### config.mk
export PLATFORM = sky130hd
export DESIGN_NAME = pc_unit_bp
export DESIGN_NICKNAME = d
export VERILOG_FILES = /design/src/rtl/pc_unit_bp.sv
export SDC_FILE = /design/constraint.sdc
export NUM_CORES = 2
export LEC_CHECK = 0
export BUFFER_PORTS_ARGS = -buffer_cell sky130_fd_sc_hd__buf_2
export CAP_MARGIN = 20
export CELL_PAD_IN_SITES_DETAIL_PLACEMENT = 0
export CELL_PAD_IN_SITES_GLOBAL_PLACEMENT = 1
export CORE_MARGIN = 4
export CORE_UTILIZATION = 55
export DETAILED_ROUTE_END_ITERATION = 10
export GPL_TIMING_DRIVEN = 0
export HOLD_SLACK_MARGIN = 0.06
export PLACE_DENSITY_LB_ADDON = 0.08
export SYNTH_ARGS = -nofsm -noshare
export SYNTH_HDL_FRONTEND = slang
export SYNTH_SLANG_ARGS = --single-unit
export TNS_END_PERCENT = 50
### constraint.sdc
create_clock -name clk -period 8.25 [get_ports clk]
set_input_delay 2.475 -clock clk [delete_from_list [all_inputs] [get_ports clk]]
set_output_delay 2.475 -clock clk [all_outputs]
set_load 0.05 [all_outputs]
### src/rtl/pc_unit_bp.sv
// PC controller for the 5-stage simpleCPU pipeline.
// Predicts beq/bne at IF with a direct-mapped BTB of 2-bit counters, resolves them in EX and takes J-type jumps in ID.
module pc_unit_bp #(
    parameter int unsigned       ADDR_W      = 32,
    parameter int unsigned       BTB_ENTRIES = 16,
    parameter logic [ADDR_W-1:0] RESET_PC    = '0
) (
    input  logic              clk,
    input  logic              rst_n,
    input  logic              stall,
    input  logic [5:0]        id_op,
    input  logic [ADDR_W-1:0] id_jtarget,
    input  logic              ex_valid,
    input  logic [5:0]        ex_op,
    input  logic              ex_z,
    input  logic [ADDR_W-1:0] ex_pc,
    input  logic [ADDR_W-1:0] ex_target,
    input  logic              ex_pred_taken,
    output logic [ADDR_W-1:0] pc,
    output logic              pred_taken,
    output logic              flush_ifid,
    output logic              flush_idex,
    output logic [1:0]        Pcsrc,
    output logic              Condep
);

    localparam int unsigned IDX_W = $clog2(BTB_ENTRIES);
    localparam int unsigned TAG_W = ADDR_W - IDX_W - 2;

    localparam logic [5:0] OP_J   = 6'b000010;
    localparam logic [5:0] OP_BEQ = 6'b000100;
    localparam logic [5:0] OP_BNE = 6'b000101;

    localparam logic [ADDR_W-1:0] PC_STEP = ADDR_W'(4);

    typedef enum logic [1:0] {
        PCSRC_SEQ       = 2'b00,
        PCSRC_NOT_TAKEN = 2'b01,
        PCSRC_TAKEN     = 2'b10,
        PCSRC_JUMP      = 2'b11
    } pcsrc_e;

    typedef enum logic [1:0] {
        CTR_STRONG_NT = 2'b00,
        CTR_WEAK_NT   = 2'b01,
        CTR_WEAK_T    = 2'b10,
        CTR_STRONG_T  = 2'b11
    } ctr_e;

    logic [ADDR_W-1:0] pc_q, pc_d;
    pcsrc_e            pcsrc_d;

    logic              btb_valid_q [BTB_ENTRIES];
    logic [1:0]        btb_ctr_q   [BTB_ENTRIES];
    logic [TAG_W-1:0]  btb_tag_q   [BTB_ENTRIES];
    logic [ADDR_W-1:0] btb_tgt_q   [BTB_ENTRIES];

    // IF-side lookup on the current fetch PC
    logic [IDX_W-1:0]  lk_idx;
    logic [TAG_W-1:0]  lk_tag;
    logic              lk_hit;

    assign lk_idx     = pc_q[IDX_W+1:2];
    assign lk_tag     = pc_q[ADDR_W-1:IDX_W+2];
    assign lk_hit     = btb_valid_q[lk_idx] && (btb_tag_q[lk_idx] == lk_tag);
    assign pred_taken = lk_hit && btb_ctr_q[lk_idx][1];

    // EX-side branch resolution
    logic is_beq, is_bne, is_br, actual, mispred, jump_take;

    assign is_beq    = ex_valid && (ex_op == OP_BEQ);
    assign is_bne    = ex_valid && (ex_op == OP_BNE);
    assign is_br     = is_beq || is_bne;
    assign actual    = (is_beq && ex_z) || (is_bne && !ex_z);
    assign mispred   = is_br && (actual != ex_pred_taken);
    assign jump_take = (id_op == OP_J) && !stall;

    // A mispredict squashes everything younger, including a jump sitting in ID.
    always_comb begin
        // NOTE: every output of a combinational block gets a default first so no path leaves it unassigned, which would infer a latch.
        pc_d    = pc_q + PC_STEP;
        pcsrc_d = PCSRC_SEQ;
        if (mispred) begin
            pc_d    = actual ? ex_target : (ex_pc + PC_STEP);
            pcsrc_d = actual ? PCSRC_TAKEN : PCSRC_NOT_TAKEN;
        end else if (jump_take) begin
            pc_d    = id_jtarget;
            pcsrc_d = PCSRC_JUMP;
        end else if (stall) begin
            pc_d    = pc_q;
        end else if (pred_taken) begin
            pc_d    = btb_tgt_q[lk_idx];
        end
    end

    assign pc         = pc_q;
    assign Pcsrc      = pcsrc_d;
    assign flush_ifid = mispred || jump_take;
    assign flush_idex = mispred;
    assign Condep     = !mispred;

    always_ff @(posedge clk or negedge rst_n) begin
        if (!rst_n) begin
            pc_q <= RESET_PC;
        end else begin
            // NOTE: sequential state is written with non-blocking assignments so every register samples pre-edge values.
            pc_q <= pc_d;
        end
    end

    // BTB update path, indexed by the resolving branch's own PC
    logic [IDX_W-1:0]  up_idx;
    logic [TAG_W-1:0]  up_tag;
    logic              up_hit;
    logic              wr_en;
    logic [1:0]        wr_ctr;
    logic [ADDR_W-1:0] wr_tgt;

    assign up_idx = ex_pc[IDX_W+1:2];
    assign up_tag = ex_pc[ADDR_W-1:IDX_W+2];
    assign up_hit = btb_valid_q[up_idx] && (btb_tag_q[up_idx] == up_tag);

    always_comb begin
        wr_en  = 1'b0;
        wr_ctr = btb_ctr_q[up_idx];
        wr_tgt = btb_tgt_q[up_idx];
        if (is_br) begin
            if (up_hit) begin
                wr_en = 1'b1;
                if (actual) begin
                    wr_tgt = ex_target;
                    if (btb_ctr_q[up_idx] != CTR_STRONG_T) begin
                        wr_ctr = btb_ctr_q[up_idx] + 2'd1;
                    end
                end else if (btb_ctr_q[up_idx] != CTR_STRONG_NT) begin
                    wr_ctr = btb_ctr_q[up_idx] - 2'd1;
                end
            end else if (actual) begin
                wr_en  = 1'b1;
                wr_ctr = CTR_WEAK_T;
                wr_tgt = ex_target;
            end
        end
    end

    always_ff @(posedge clk or negedge rst_n) begin
        if (!rst_n) begin
            // NOTE: the BTB array is reset explicitly because a stale valid bit after reset would redirect fetch.
            for (int i = 0; i < BTB_ENTRIES; i++) begin
                btb_valid_q[i] <= 1'b0;
                btb_ctr_q[i]   <= CTR_WEAK_NT;
                btb_tag_q[i]   <= '0;
                btb_tgt_q[i]   <= '0;
            end
        end else if (wr_en) begin
            btb_valid_q[up_idx] <= 1'b1;
            btb_ctr_q[up_idx]   <= wr_ctr;
            btb_tag_q[up_idx]   <= up_tag;
            btb_tgt_q[up_idx]   <= wr_tgt;
        end
    end

endmodule
==> results.txt <==
status - complete, but fails checks
failing checks - negative setup slack
syn_nets - 4005
number of port buffers - 141
global-route wire length before repair - 322 mm
RSZ-0062 raised after global routing - true
Slew HR - 0.160
Cells after Synth - 3886
warnings from Yosys - 0
Final WS setup - -0.163 ns
critical path type - reg -> out
CP max FO - 10
CTS tree - done
Initial Util - 0.553
Max VDD drop - 208 uV
mean area per synthesized cell - 14.5 sq um
minimum clock period - 8.41 ns
Leak - 29.1 nW
RD Place Congestion - 1.06
wire per inst - 41.0 um
fin nets - 4300
synth top area cells - dfrtp_1 44%, mux4_2 21%, mux2_2 17%
Final Hold Fails - 0
CP endpoint kind - primary output
Slowest-stage cell, CP - dfrtp_2
top_reg_cell synth - dfrtp_1
clock sinks - 1008
worst stage delay on the critical path - 0.59 ns
root buf cell - clkbuf_16
crit path cell chain - buf_4 -> buf_4 -> buf_2 -> buf_4 -> buf_4 -> mux2i_1 -> mux2i_2 -> xor2_1 -> nor4_2 -> and4_1 -> buf_4 -> nand3_1 -> clkinvlp_4 -> buf_2
Synth top area share - 0.441
number of buffers and inverters on the critical path - 8
FFs w/ async S/R, synth - 1.00
Die ar. - 108000 sq um
fraction of layout cells with a size suffix above 1 - 0.472
H-tree Lvls - 3
final WL - 232 mm
post-CTS setup buffers - 0
CP arrival - 5.94 ns
vias - 40700
max-slew violations - 0
Pwr Density - 217 nW/um^2
TritonRoute pass-1 iters - 9
gr usage total - 0.433
die height - 328 um
EDFF count, synth - 0
Longest Clk Path Bufs - 3
DRT iter0 DRCs - 5130
Critical Path RT - 5.78 ns
Core Area - 102000 sq um
I/O pin count - 152
Die Wd - 328 um
crit-path leading delay family - buffers and inverters
top-count cell post-synth - dfrtp_1
antenna violations before repair - 5
Seq/Total Area, Yosys - 0.448
vias in the first global route - 40700
total congestion overflow - 0
Least-Margin Pin Slew - 1.26 ns
Worst-path clk slew - 0.06 ns
Post-synth top cells - 992 x dfrtp_1, 865 x mux2_2, 522 x mux4_2, 184 x nand2_1, 168 x clkbuf_1
dominant cell type by area after synthesis - dfrtp_1
FMAX - 119 MHz
Worst path most repeated cell - buf_4
vias per cell - 7.20
post-synthesis register bit count - 1008
Syn-to-layout area delta - 12.7%
Setup-failing EPs final - 1
# fillers - 7850
DRT antenna net count - 0
crit path launch type - register
Layout Utilization - 0.624
row count - 117
largest net degree at the start of global routing - 158
worst hold-check path type - reg -> reg
Setup Skew - 0.0278 ns
clk_lat worst skew - 0.73 ns
hpwl dp - 167 mm
synth unique cells - 80
period utilisation layout - 1.02
Max Cap Viol - 0
Design Power - 0.0138 W
TritonCTS buffer count - 112
Remaining DRCs - 0
Mapped Area - 56300 sq um
==> cell families after synthesis <==
logic type | synth area share
AOI/OAI and AO/OA | 0.0433
and+or+nand+nor | 0.0356
buffers and inverters | 0.0366
muxes | 0.419
adders and majority gates | 0.00147
xor gates and xnor gates | 0.0152
DFF | 0.448
==> state kept, by name, indices dropped and copies added, names as in the netlist <==
signal       count
btb_valid_q     16
pc              32
btb_tgt_q      512
btb_tag_q      416
btb_ctr_q       32
==> through the flow <==
step	std cells	area [sq um]	hold slack [ns]	setup TNS, ns	setup WS, ns
2_1_floorplan	3886	56300	0.449	0	0.396
6_report	5652	63500	0.497	-0.163	-0.163
5_1_grt	5642	63400	0.516	-0.0374	-0.0374
3_5_place_dp	5436	59500	0.487	-126.66	-0.996
3_3_place_gp	5395	58700	0.478	-	-17.73
4_1_cts	5642	63400	0.500	0	0.000725
==> worst reg2reg max path, cell delays in order (launching register included) <==
cell,delay [ns]
dfrtp_2,0.59
buf_4,0.38
buf_4,0.32
buf_2,0.41
buf_4,0.38
buf_4,0.41
buf_2,0.34
buf_2,0.41
buf_1,0.76
clkbuf_1,0.94
mux4_2,0.45
mux4_2,0.56
mux2i_1,0.22
o22ai_1,0.10
==> cells in the final DEF (no fill, tap or decap), types with 19 or more instances in the layout <==
cell type  instances
buf_2            220
nor2_1            69
o22ai_1           40
nand2_1          183
mux2i_1          126
o22a_1            20
nand4_1           21
buf_4             87
buf_8             28
clkinv_2          25
dfrtp_1          991
o21ai_0           50
xnor2_1           63
nand3_1           44
mux2_1            71
mux4_2           522
clkbuf_1         182
a21oi_1           38
buf_1             36
xor2_1            35
clkbuf_16        114
mux2_2           865
a22oi_1           19
inv_1             47
==> per-layer routing <==
metal  track usage  wire length [um]  vias to the layer above
met5             0                40                        -
met4         0.303             21100                        6
met3         0.131             26700                      768
met2         0.620             98600                     2794
met1         0.569             85400                    21500
li1              -                 -                    15600
==> cell type report <==
type	count	area [sq um]	share of cell area
antenna	10	25.0	0.000394
multi-input combinational	2447	29100	0.459
buffer	379	1930	0.0305
inverter	51	196	0.00310
timing repair buffer	182	1430	0.0226
tap	1368	1710	0.0270
clock buffer	159	3180	0.0501
clock inverter	48	631	0.00994
sequential	1008	25200	0.398
==> path summary, 6_finish.rpt <==
| check | start | end | slack (ns) | cells after the start |
|---|---|---|---|---|
| setup reg to reg | pc[3] | pc[27] | 1.83 | 13 |
| hold / removal | btb_valid_q[8] | btb_valid_q[8] | 0.50 | 1 |
| max in group asynchronous | rst_n | btb_tgt_q[276] | 3.91 | 4 |
| min in group asynchronous | rst_n | btb_tag_q[340] | 1.67 | 1 |
| hold reg to reg | btb_valid_q[8] | btb_valid_q[8] | 0.50 | 1 |
| setup / recovery | pc[3] | pred_taken | -0.16 | 14 |
==> timing repair <==
action                                 CTS  global route
endpoints found under the hold margin    0             0
hold buffers                             0             0
gates resized for setup                 39            17
setup endpoints to repair                5             3
==> where the power goes <==
part	leakage, nW	switching [W]	total [W]	internal [W]
Combinational	13.3	0.00228	0.00326	0.000974
Clock	1.87	0.00219	0.00528	0.00309
Sequential	13.9	0.000193	0.00522	0.00502
Total	29.1	0.00466	0.0137	0.00909
Note: power is estimated with default switching activity, not from simulation.
